[src/rtl/debug_frame_serializer_if.sv]
// Frame-stream link between one debug serializer and the debug-interface arbiter.
// The serializer drives the frame side; the arbiter returns i_ready.
interface debug_frame_serializer_if #(
  parameter int NB_CONTROL_FRAME = 32
);
  logic [NB_CONTROL_FRAME-1:0] o_frame_to_interface;
  logic                        o_writing;
  logic                        o_last;
  logic                        o_busy;
  logic                        o_done;
  logic                        i_ready;

  modport master (
    output o_frame_to_interface, o_writing, o_last, o_busy, o_done,
    input  i_ready
  );

  modport slave (
    input  o_frame_to_interface, o_writing, o_last, o_busy, o_done,
    output i_ready
  );
endinterface

[src/rtl/debug_frame_serializer.sv]
// Captures the MIPS debug vector when this controller ID is requested and streams
// it out LSB-frame first over a valid/ready link, zero-padding the final frame.
module debug_frame_serializer #(
  parameter int               NB_INPUT_SIZE    = 96,
  parameter int               NB_CONTROL_FRAME = 32,
  parameter int               NB_ID            = 6,
  parameter logic [NB_ID-1:0] CONTROLLER_ID    = NB_ID'(1)
) (
  input  logic                     i_clock,
  input  logic                     i_reset,
  input  logic [NB_ID-1:0]         i_request_select,
  input  logic                     i_request_valid,
  input  logic [NB_INPUT_SIZE-1:0] i_data_from_mips,
  debug_frame_serializer_if.master bus
);

  localparam int N_FRAMES = (NB_INPUT_SIZE + NB_CONTROL_FRAME - 1) / NB_CONTROL_FRAME;
  localparam int NB_CNT   = (N_FRAMES > 1) ? $clog2(N_FRAMES) : 1;
  localparam int NB_TOTAL = N_FRAMES * NB_CONTROL_FRAME;
  localparam logic [NB_CNT-1:0] LAST_IDX = NB_CNT'(N_FRAMES - 1);

  typedef enum logic [1:0] {
    ST_IDLE = 2'd0,
    ST_SEND = 2'd1,
    ST_DONE = 2'd2
  } state_t;

  state_t                      r_state;
  state_t                      w_next_state;
  logic [NB_CNT-1:0]           r_counter;
  logic [NB_CONTROL_FRAME-1:0] r_snapshot [N_FRAMES];
  logic [NB_TOTAL-1:0]         w_padded;
  logic                        w_req_hit;
  logic                        w_is_last;
  logic                        w_xfer;

  assign w_req_hit = i_request_valid && (i_request_select == CONTROLLER_ID);
  assign w_is_last = (r_counter == LAST_IDX);
  assign w_xfer    = (r_state == ST_SEND) && bus.i_ready;

  // Zero-extend the live vector so the final frame carries zeros above the payload.
  always_comb begin
    w_padded = '0;
    w_padded[NB_INPUT_SIZE-1:0] = i_data_from_mips;
  end

  always_ff @(posedge i_clock or posedge i_reset) begin
    if (i_reset) begin
      r_state <= ST_IDLE;
    end else begin
      r_state <= w_next_state;
    end
  end

  always_comb begin
    w_next_state = r_state;
    case (r_state)
      ST_IDLE: begin
        if (w_req_hit) w_next_state = ST_SEND;
        else           w_next_state = ST_IDLE;
      end
      ST_SEND: begin
        if (w_xfer && w_is_last) w_next_state = ST_DONE;
        else                     w_next_state = ST_SEND;
      end
      ST_DONE: w_next_state = ST_IDLE;
      default: w_next_state = ST_IDLE;
    endcase
  end

  // Snapshot is only loaded from IDLE, so requests during SEND/DONE cannot disturb it.
  always_ff @(posedge i_clock or posedge i_reset) begin
    if (i_reset) begin
      r_counter <= '0;
      for (int i = 0; i < N_FRAMES; i++) begin
        r_snapshot[i] <= '0;
      end
    end else if ((r_state == ST_IDLE) && w_req_hit) begin
      r_counter <= '0;
      for (int i = 0; i < N_FRAMES; i++) begin
        r_snapshot[i] <= w_padded[i*NB_CONTROL_FRAME +: NB_CONTROL_FRAME];
      end
    end else if (w_xfer && !w_is_last) begin
      r_counter <= r_counter + NB_CNT'(1);
    end else begin
      r_counter <= r_counter;
    end
  end

  always_comb begin
    bus.o_frame_to_interface = '0;
    bus.o_writing            = 1'b0;
    bus.o_last               = 1'b0;
    bus.o_busy               = 1'b0;
    bus.o_done               = 1'b0;
    case (r_state)
      ST_SEND: begin
        bus.o_frame_to_interface = r_snapshot[r_counter];
        bus.o_writing            = 1'b1;
        bus.o_last               = w_is_last;
        bus.o_busy               = 1'b1;
      end
      ST_DONE: begin
        bus.o_busy = 1'b1;
        bus.o_done = 1'b1;
      end
      default: begin
        bus.o_busy = 1'b0;
      end
    endcase
  end

endmodule

[src/flat_wrapper.sv]
// flat-port wrapper written by rule: the top's interface ports become plain ports
module debug_frame_serializer_flat 
#(
  parameter int               NB_INPUT_SIZE    = 96,
  parameter int               NB_CONTROL_FRAME = 32,
  parameter int               NB_ID            = 6,
  parameter logic [NB_ID-1:0] CONTROLLER_ID    = NB_ID'(1)
)
  (i_clock, i_reset, i_request_select, i_request_valid, i_data_from_mips, bus_o_frame_to_interface, bus_o_writing, bus_o_last, bus_o_busy, bus_o_done, bus_i_ready);
  debug_frame_serializer_if #(.NB_CONTROL_FRAME(NB_CONTROL_FRAME)) bus_i ();
  input  logic i_clock;
  input  logic i_reset;
  input  logic [NB_ID-1:0] i_request_select;
  input  logic i_request_valid;
  input  logic [NB_INPUT_SIZE-1:0] i_data_from_mips;
  output wire logic [$bits(bus_i.o_frame_to_interface)-1:0] bus_o_frame_to_interface;
  output wire logic [$bits(bus_i.o_writing)-1:0] bus_o_writing;
  output wire logic [$bits(bus_i.o_last)-1:0] bus_o_last;
  output wire logic [$bits(bus_i.o_busy)-1:0] bus_o_busy;
  output wire logic [$bits(bus_i.o_done)-1:0] bus_o_done;
  input wire logic [$bits(bus_i.i_ready)-1:0] bus_i_ready;
  assign bus_o_frame_to_interface = bus_i.o_frame_to_interface;
  assign bus_o_writing = bus_i.o_writing;
  assign bus_o_last = bus_i.o_last;
  assign bus_o_busy = bus_i.o_busy;
  assign bus_o_done = bus_i.o_done;
  assign bus_i.i_ready = bus_i_ready;
  debug_frame_serializer #(.NB_INPUT_SIZE(NB_INPUT_SIZE), .NB_CONTROL_FRAME(NB_CONTROL_FRAME), .NB_ID(NB_ID), .CONTROLLER_ID(CONTROLLER_ID)) u_core (.i_clock(i_clock), .i_reset(i_reset), .i_request_select(i_request_select), .i_request_valid(i_request_valid), .i_data_from_mips(i_data_from_mips), .bus(bus_i));
endmodule
[config.mk]
export PLATFORM = sky130hd
export DESIGN_NAME = debug_frame_serializer_flat
export DESIGN_NICKNAME = d
export VERILOG_FILES = /design/src/rtl/debug_frame_serializer_if.sv /design/src/rtl/debug_frame_serializer.sv /design/src/flat_wrapper.sv
export SDC_FILE = /design/constraint.sdc
export NUM_CORES = 1
export LEC_CHECK = 0
export CAP_MARGIN = 30
export CORE_UTILIZATION = 48
export CTS_BUF_LIST = sky130_fd_sc_hd__clkbuf_4 sky130_fd_sc_hd__clkbuf_8
export DETAILED_ROUTE_END_ITERATION = 8
export GPL_TIMING_DRIVEN = 0
export PLACE_DENSITY = 0.83
export SYNTH_ARGS = -nofsm -noshare
export SYNTH_HDL_FRONTEND = slang
export SYNTH_SLANG_ARGS = --single-unit
[constraint.sdc]
create_clock -name i_clock -period 3.8 [get_ports i_clock]
set_clock_uncertainty 0.1 [all_clocks]
set_input_delay 0.38 -clock i_clock [delete_from_list [all_inputs] [get_ports i_clock]]
set_output_delay 0.38 -clock i_clock [all_outputs]
set_load 0.01 [all_outputs]
==> results.ini <==
[logic_synthesis]
synthCells = 338
async_flop_share_pct = 100
syn-cell-area_um2 = 4600
avgSynthCellArea_um2 = 13.6
synth.net_count = 448
ys_types = 24
yosys.area.top_type = dfrtp_1
synth_seq_cells = 100
yosys_warnings = 0
yosysMostFrequentCell = mux2_2
synthTopCellsByArea = dfrtp_1 54%, mux2_2 30%, a22oi_1 5.1%
seq_area_frac_synth_pct = 54.4
synth_top_cell_area_share_pct = 54.4
synthFlopType = dfrtp_1
synth_common_cells = 121 x mux2_2, 100 x dfrtp_1, 32 x nor2_1, 31 x a22oi_1, 12 x clkbuf_1
synth_edf_count = 0

[worst_setup_path]
cp_max_fo = 10
crit_path_start = u_core.r_counter[1]
cp-endpoint = bus_o_frame_to_interface[3]
rr_endpoint = u_core.r_snapshot[49]
cp-end-kind = primary output
path_class = register to primary output
reg2reg_from = u_core.r_state[0]
r2r_slack_ns = 1.82
r2r_cells = 5
cp.required_ns = 3.32
cp.arrival_ns = 2.60
crit_path_start_kind = register

[timing]
setup_viol = 0
worst_slew_pin_slew_ns = 0.666
final_max_slew_viol_count = 0
min_period_ns = 3.08
slew_headroom_pct = 55.6
rsz0062_at_grt = no
finalHoldViolCount = 0
fin_crit_sh_pct = 81.1
fin_ws_ns = 0.720
max_clock_freq_ghz = 0.325

[routing]
vias_per_cell = 5.24
drc = 0
wl_mm = 10.8
drt_iter0_markers = 61
vias = 3276
routedWlPerCell_um = 17.3
drtPass1Iterations = 4
ant_nets = 0

[die]
core_um2 = 9280
fp-row-count = 35
die_w_um = 99.9
die-area_um2 = 9990
pin_count = 142
initial_core_util_pct = 49.6
die_y_um = 99.9

[final_layout]
final_util_pct = 69.4
fin_cells = 625
fin_nets = 601
syn2layout_area_growth_pct = 39.9
n_antenna_cell = 0
drive_above_1_share_pct = 31.7

[global_routing]
gr-usage-all-layers_pct = 22.7
grt_pass1_wl_mm = 17.1
grt_pass1_vias = 3456
grt_max_degree = 67
overflow = 0
antenna_found_initial = 0

[hold_path]
min_path_type = input pin to asynchronous set/reset pin

[clocking]
clk_pin_slew_ns = 0.10
cts_sinks = 100
cts_resized = 0
cts_buffers = 9
tritoncts = yes
post_cts_buffers = 0
clock-root-buffer = clkbuf_8
cts-htree-levels = 3
clock_latency_ns = 0.36
cts_hold_buf = 0
clock_path_buffers = 2

[placed_design]
preCtsSetupSlack_ns = 1.11
hpwlAfterDp_mm = 7.90
port_buffers = 141
dp.cells = 609
gp_congestion = 0.778

[power_and_ir_drop]
p_per_area_nw_per_um2 = 475
vdd_drop_max_mv = 0.237
leakagePower_uw = 0.00293

[run]
drv_cap = 0

[outcome]
outcome = complete, no violations

## stage by stage
| stage | hold slack [ns] | power, µW | instance area, µm² | setup TNS, ns |
|---|---|---|---|---|
| final | 0.286 | 3060 | 6440 | 0 |
| after global routing | 0.315 | 3240 | 6440 | 0 |
| after global placement | 0.382 | 2290 | 6180 | -70.35 |
| after detailed placement | 0.388 | 2320 | 6210 | 0 |
| after CTS | 0.280 | 3100 | 6440 | 0 |
| after floorplan | 0.374 | 1950 | 4600 | 0 |
## layout make-up
class / instances / area [µm²]
clock inverter: 6 / 95.1
inverter: 5 / 21.3
clock buffer: 10 / 138
multi-input combinational: 209 / 1970
buffer: 24 / 110
tap: 129 / 161
sequential: 100 / 2500
timing repair buffer: 142 / 1440
fill: 723 / 2850
## flip-flops by register name, indices dropped and copies added (netlist names)
signal and count:
u_core.r_state 2, u_core.r_counter 2, u_core.r_snapshot 96
## cell usage in the layout (no fill, tap or decap), types with 2 or more instances in the layout
master,count
dfrtp_1,100
clkdlybuf4s50_1,141
nor2_1,32
mux2_2,121
and2_1,2
clkinvlp_4,2
nand2_1,3
mux2_4,7
clkbuf_1,12
a22oi_1,31
bufinv_16,2
buf_1,3
ha_1,4
clkbuf_8,10
buf_2,7
inv_1,3
## how the worst min path moves through the flow
| stage | start | to | slack (ns) | cells past startpoint |
|---|---|---|---|---|
| 2_1_floorplan | u_core.r_snapshot[10] | u_core.r_snapshot[10] | 0.37 | 1 |
| 5_1_grt | i_reset | u_core.r_snapshot[35] | 0.32 | 2 |
| 6_report | i_reset | u_core.r_snapshot[35] | 0.29 | 2 |
| 3_3_place_gp | u_core.r_snapshot[5] | u_core.r_snapshot[5] | 0.38 | 1 |
| 3_5_place_dp | u_core.r_snapshot[1] | u_core.r_snapshot[1] | 0.39 | 1 |
| 4_1_cts | i_reset | u_core.r_snapshot[35] | 0.28 | 2 |
## worst max-delay path, stage by stage, from the launching register on
cell	delay, ns
dfrtp_1	0.35
buf_2	0.18
clkbuf_1	0.54
mux2_2	0.42
a22oi_1	0.17
nor2_1	0.08
clkdlybuf4s50_1	0.50
## logic make-up after synthesis
kind of cell    share of synthesized area [%]
flops                                    54.4
fa+ha+maj                                1.09
simple gates                             4.19
xor+xnor                                0.190
compound gates                           5.49
mux                                      31.9
buf+inv                                  2.80
## layer usage
metal  vias up  routed length (µm)  share of wire (%)  global-route usage [%]
met5         -                   0                  0                       0
met4         0                 131                1.2                    5.43
met3        10                 824                7.6                    8.77
met2       109                5290                 49                    38.0
met1      1643                4570                 42                    27.6
li1       1514                   -                  -                       -
## where the power goes
| group | switching (µW) | total (µW) | internal (µW) |
|---|---|---|---|
| registers | 92.1 | 1340 | 1250 |
| clock network | 377 | 773 | 396 |
| logic | 440 | 944 | 504 |
| total | 909 | 3060 | 2150 |
No activity file was read; power rests on OpenSTA's default activity.
==> variant 1 (same settings) <==
Make the reset (`i_reset`) synchronous in 2 clocked blocks.
--- a/src/rtl/debug_frame_serializer.sv
+++ b/src/rtl/debug_frame_serializer.sv
@@ -44,7 +44,7 @@
     w_padded[NB_INPUT_SIZE-1:0] = i_data_from_mips;
   end
 
-  always_ff @(posedge i_clock or posedge i_reset) begin
+  always_ff @(posedge i_clock) begin
     if (i_reset) begin
       r_state <= ST_IDLE;
     end else begin
@@ -69,7 +69,7 @@
   end
 
   // Snapshot is only loaded from IDLE, so requests during SEND/DONE cannot disturb it.
-  always_ff @(posedge i_clock or posedge i_reset) begin
+  always_ff @(posedge i_clock) begin
     if (i_reset) begin
       r_counter <= '0;
       for (int i = 0; i < N_FRAMES; i++) begin
Function: differs if i_reset is asserted again (counterexample within 4 cycles, from zero or initial values and one cycle with i_reset high); with i_reset held inactive, the same outputs for 10 cycles.
==> variant 1 against the original RTL <==
Via count is 0.89% lower; final area is 1.6% higher; first-iteration DRC count is 52% higher; die area is 2.8% higher; setup slack better by 0.23 ns; sequential cell count is 2 higher; sequential share of layout area is 7.0 points higher; critical path type unchanged; area after synthesis is 2.9% higher; critical path depth stayed put; routed wire length is 6.7% lower; fmax is 8.0% higher.
Power is not compared: it rests on default switching activity, and its combinational part moved more than twofold at a synthesized area within 25%.
==> variant 1: results (changes against the original RTL) <==
[drt]
viasPerCell=4.91  ; was 5.24
dr.pass1.iters=4  ; unchanged
drtIter0Drc=93  ; was 61
avgRoutedWirePerCell_um=15.3  ; was 17.3 um

[placement]
dp_worst_setup_slack_ns=1.17  ; was 1.11 ns
io_buffers=141  ; unchanged
dp_hpwl_um=7180  ; was 7900 um
gp_congestion=0.766  ; was 0.778
placed_area_mm2=0.00634  ; was 0.00621 mm^2

[synthesis]
synthMostInstantiatedCell=and2_1  ; was mux2_2
syn-num-nets=484  ; was 448
synth_cell_types=22  ; was 24
synth_area_leaders=edfxtp_1 (61%), and2_1 (17%), mux2i_1 (6.8%)  ; was dfrtp_1 (54%), mux2_2 (30%), a22oi_1 (5.1%)
synth-seq-area-share_pct=63.4  ; was 54.4%
async_reset_ff_share_pct=0  ; was 100%
synth_edf_count=96  ; was 0
synthTopCellsByCount=and2_1 (130), edfxtp_1 (96), nand2_1 (35), mux2i_1 (32), o21ai_0 (32)  ; was mux2_2 (121), dfrtp_1 (100), nor2_1 (32), a22oi_1 (31), clkbuf_1 (12)
synthFlopType=edfxtp_1  ; was dfrtp_1

[cells_and_area]
fill_cells=678  ; was 723
top_regs=u_core.r_snapshot x96, u_core.r_counter x2, u_core.r_state x2  ; unchanged
layout-drive-gt1-share_pct=6.39  ; was 31.7%
num-nets-final=637  ; was 601

[global_route]
grt_pass1_wl_um=15800  ; was 17100 um
track_usage_pct=20.6  ; was 22.7%
grt_max_degree=55  ; was 67
grt_pass1_vias=3368  ; was 3456

[run_status]
status=complete, no violations  ; unchanged

[power_and_ir_drop]
peakVddDrop_uv=227

[timing]
tightest_slew_ns=0.599  ; was 0.666 ns

[setup_path]
crit_arrival_ns=2.37  ; was 2.60 ns
cp_slowest_cell=clkdlybuf4s50_1  ; was clkbuf_1

[min_path]
hold_class=reg -> reg  ; was in -> async

[cts]
clk_transition_reported_paths_ns=0.10  ; about the same

==> variant 1: cell count changes after synthesis, sizes merged, moves of 3 or more <==
cell	unedited run	this run
edfxtp	0	96
mux2i	0	32
o21ai	1	32
dfxtp	0	6
nand2	3	35
nor2	32	1
a22oi	31	0
mux2	128	0
and2	2	130
clkbuf	12	15
buf	12	9
dfrtp	100	0
==> variant 1: power by group through the flow <==
| stage | combinational, mW | sequential, mW | clock [mW] |
|---|---|---|---|
| 2_1_floorplan | 0.0320 | 1.29 | 0 |
| 3_3_place_gp | 0.148 | 1.29 | 0 |
| 3_5_place_dp | 0.155 | 1.29 | 0 |
| 4_1_cts | 0.156 | 1.26 | 0.692 |
| 5_1_grt | 0.165 | 1.26 | 0.740 |
| 6_report | 0.154 | 1.26 | 0.686 |
==> variant 1: routing by layer <==
layer	vias to the layer above	share of wire (%)	wire, um	global-route usage [%]
li1	1589	-	-	-
met1	1531	42	4270	25.0
met2	109	50	5070	36.4
met4	0	2.3	229	9.14
met5	-	0	0	0
met3	18	5.2	521	3.24
==> variant 1: final timing paths <==
check / from / end / slack, ns / depth (start not counted)
max: register / bus_o_frame_to_interface[17] / 0.95 / 6
min: u_core.r_counter[1]$_SDFFE_PP0P_ / u_core.r_counter[1]$_SDFFE_PP0P_ / 0.46 / 2
max reg2reg: u_core.r_state[0]$_SDFF_PP0_ / u_core.r_snapshot[2][18]$_SDFFCE_PN0P_ / 1.63 / 6
min reg2reg: u_core.r_counter[1]$_SDFFE_PP0P_ / u_core.r_counter[1]$_SDFFE_PP0P_ / 0.46 / 2
==> variant 1: area by class of cell <==
type	instances	share of cell area, %
plain buffers	24	2.12
clock inverters	7	1.11
multi-input cells	245	24.3
well taps	129	2.47
inverters	3	0.172
repair buffers	142	22.0
clock buffers	9	1.89
flip-flops and latches	102	45.9
==> variant 1: through the flow <==
step / cells / util [%]
after global routing: 661 / 69.5
after detailed placement: 645 / 67.4
after CTS: 661 / 69.5
final: 661 / 69.5
after global placement: 644 / 67.0
after floorplan: 374 / -
==> variant 1: kinds of logic after synthesis <==
logic type | share of synthesized area, %
buf+inv | 3.17
fa+ha+maj | 1.06
simple gates | 21.8
mux | 6.76
xor+xnor | 0.185
compound gates | 3.67
flops | 63.4
==> variant 1: worst max-delay path, delay by kind of cell, from the launching register on <==
family,cells,cell delay (ns)
AOI/OAI and AO/OA,1,0.09
and+or+nand+nor,2,0.27
DFF,1,0.32
buffers and inverters,3,1.33
==> variant 2 (config.mk and constraints unchanged) <==
Made on the original files. `NB_INPUT_SIZE` is set to 96 in 2 places; all go to 192.
--- a/src/rtl/debug_frame_serializer.sv
+++ b/src/rtl/debug_frame_serializer.sv
@@ -1,7 +1,7 @@
 // Captures the MIPS debug vector when this controller ID is requested and streams
 // it out LSB-frame first over a valid/ready link, zero-padding the final frame.
 module debug_frame_serializer #(
-  parameter int               NB_INPUT_SIZE    = 96,
+  parameter int               NB_INPUT_SIZE    = 192,
   parameter int               NB_CONTROL_FRAME = 32,
   parameter int               NB_ID            = 6,
   parameter logic [NB_ID-1:0] CONTROLLER_ID    = NB_ID'(1)
--- a/src/flat_wrapper.sv
+++ b/src/flat_wrapper.sv
@@ -1,7 +1,7 @@
 // flat-port wrapper written by rule: the top's interface ports become plain ports
 module debug_frame_serializer_flat 
 #(
-  parameter int               NB_INPUT_SIZE    = 96,
+  parameter int               NB_INPUT_SIZE    = 192,
   parameter int               NB_CONTROL_FRAME = 32,
   parameter int               NB_ID            = 6,
   parameter logic [NB_ID-1:0] CONTROLLER_ID    = NB_ID'(1)
Ports: changed (resized i_data_from_mips); port bits go from 142 to 238. The function was not compared with the original's and may differ.
==> variant 2 against the original RTL <==
The flow now finishes with violations (DRC); power increased by 82%; area after synthesis grew 94%; first-iteration DRC count grew to 4.2 times the old value; sequential cell count rose by 97; routed wire length rose by 110%; register-to-register slack got worse by 0.33 ns; hold slack lost 0.14 ns; final area up 88%; utilization fell by 2.3 points; via count rose by 86%; setup slack worse by 0.57 ns; sequential share of layout area grew 1.8 points.
==> variant 2: results (changes against the original RTL) <==
[cells_and_area]
clockBufferCount=17  ; was 10
layout.cells.non_filler=1126  ; was 625
non_clock_buffer_area_share_pct=22.4  ; was 24.1%
multi_input_cells=378  ; was 209
layout-drive-gt1-share_pct=13.7  ; was 31.7%
buffers_excl_clock=285  ; was 166
clockNetworkAreaShare_pct=3.32  ; was 3.61%
multi_input_area_share_pct=31.1  ; was 30.6%
sequential_cell_total=197  ; was 100
sh_seq_area_pct=40.6  ; was 38.9%
top_regs=u_core.r_snapshot x192, u_core.r_counter x3, u_core.r_state x2  ; was u_core.r_snapshot x96, u_core.r_counter x2, u_core.r_state x2
final_cell_area_mm2=0.0121  ; was 0.00644 mm^2

[setup_path]
r2r_cells=7  ; was 5
crit_arrival_ns=3.17  ; was 2.60 ns
rrSetupSlack_ns=1.49  ; was 1.82 ns

[global_route]
grt_max_degree=42  ; was 67
gr-usage-met2_pct=42.9  ; was 38.0%
met1_usage_pct=31.9  ; was 27.6%
grt_pass1_vias=6637  ; was 3456

[synthesis]
synth_cell_types=26  ; was 24
synthTopCellsByCount=dfrtp_1 (197), mux2_1 (136), mux2i_1 (96), mux2_2 (56), o21ai_0 (34)  ; was mux2_2 (121), dfrtp_1 (100), nor2_1 (32), a22oi_1 (31), clkbuf_1 (12)
synth-seq-area-share_pct=55.1  ; was 54.4%
synth_area_per_cell_um2=14.4  ; was 13.6 um^2
syn-num-nets=829  ; was 448

[cts]
cts_htree_levels=4  ; was 3
cts_repair_resize_count=4  ; was 0

[drt]
dr.pass1.iters=6  ; was 4
remaining_drc_errors=28  ; was 0
wl_met2_um=11500  ; was 5290 um
drtIter0Drc=254  ; was 61

[power_and_ir_drop]
p_per_area_mw_per_mm2=458  ; was 475 mW/mm^2
cellLeakagePower_nw=5.69  ; was 2.93 nW
power.internal_mw=3.86  ; was 2.15 mW
powerComb_mw=1.59  ; was 944 uW
seq_power_share_pct=46.6  ; was 43.9%
peakVddDrop_uv=243  ; was 237 uV

[placement]
gp_congestion=0.789  ; was 0.778
dp_hpwl_um=17100  ; was 7900 um

[run_status]
violations=DRC
status=finished, violations left  ; was complete, no violations

[timing]
setup_slack_ns=0.147  ; was 0.720 ns
hold_ws_ns=0.149  ; was 0.286 ns

[die]
coreArea_mm2=0.0181  ; was 0.00928 mm^2

-- variant 2: cell types whose count changed in the layout (fill, tap and decap cells not counted), moves of 31 or more --
cell / change
mux2_2: -65
o21ai_0: +33
mux2_1: +136
o22a_1: +32
nor2_1: -32
mux2i_1: +96
clkdlybuf4s50_1: +96
a22oi_1: -31
dfrtp_1: +97
-- variant 2: cells by family (layout without fill, tap and decap cells) --
| family | after synthesis | in the layout | synth area share (%) |
|---|---|---|---|
| AO/OA/AOI/OAI | 70 | 70 | 5.30 |
| AND/OR/NAND/NOR | 15 | 15 | 1.23 |
| buffers and inverters | 47 | 322 | 2.70 |
| flip-flops | 197 | 197 | 55.1 |
| adder cells (fa/ha/maj) | 5 | 5 | 0.700 |
| multiplexers | 288 | 288 | 34.9 |
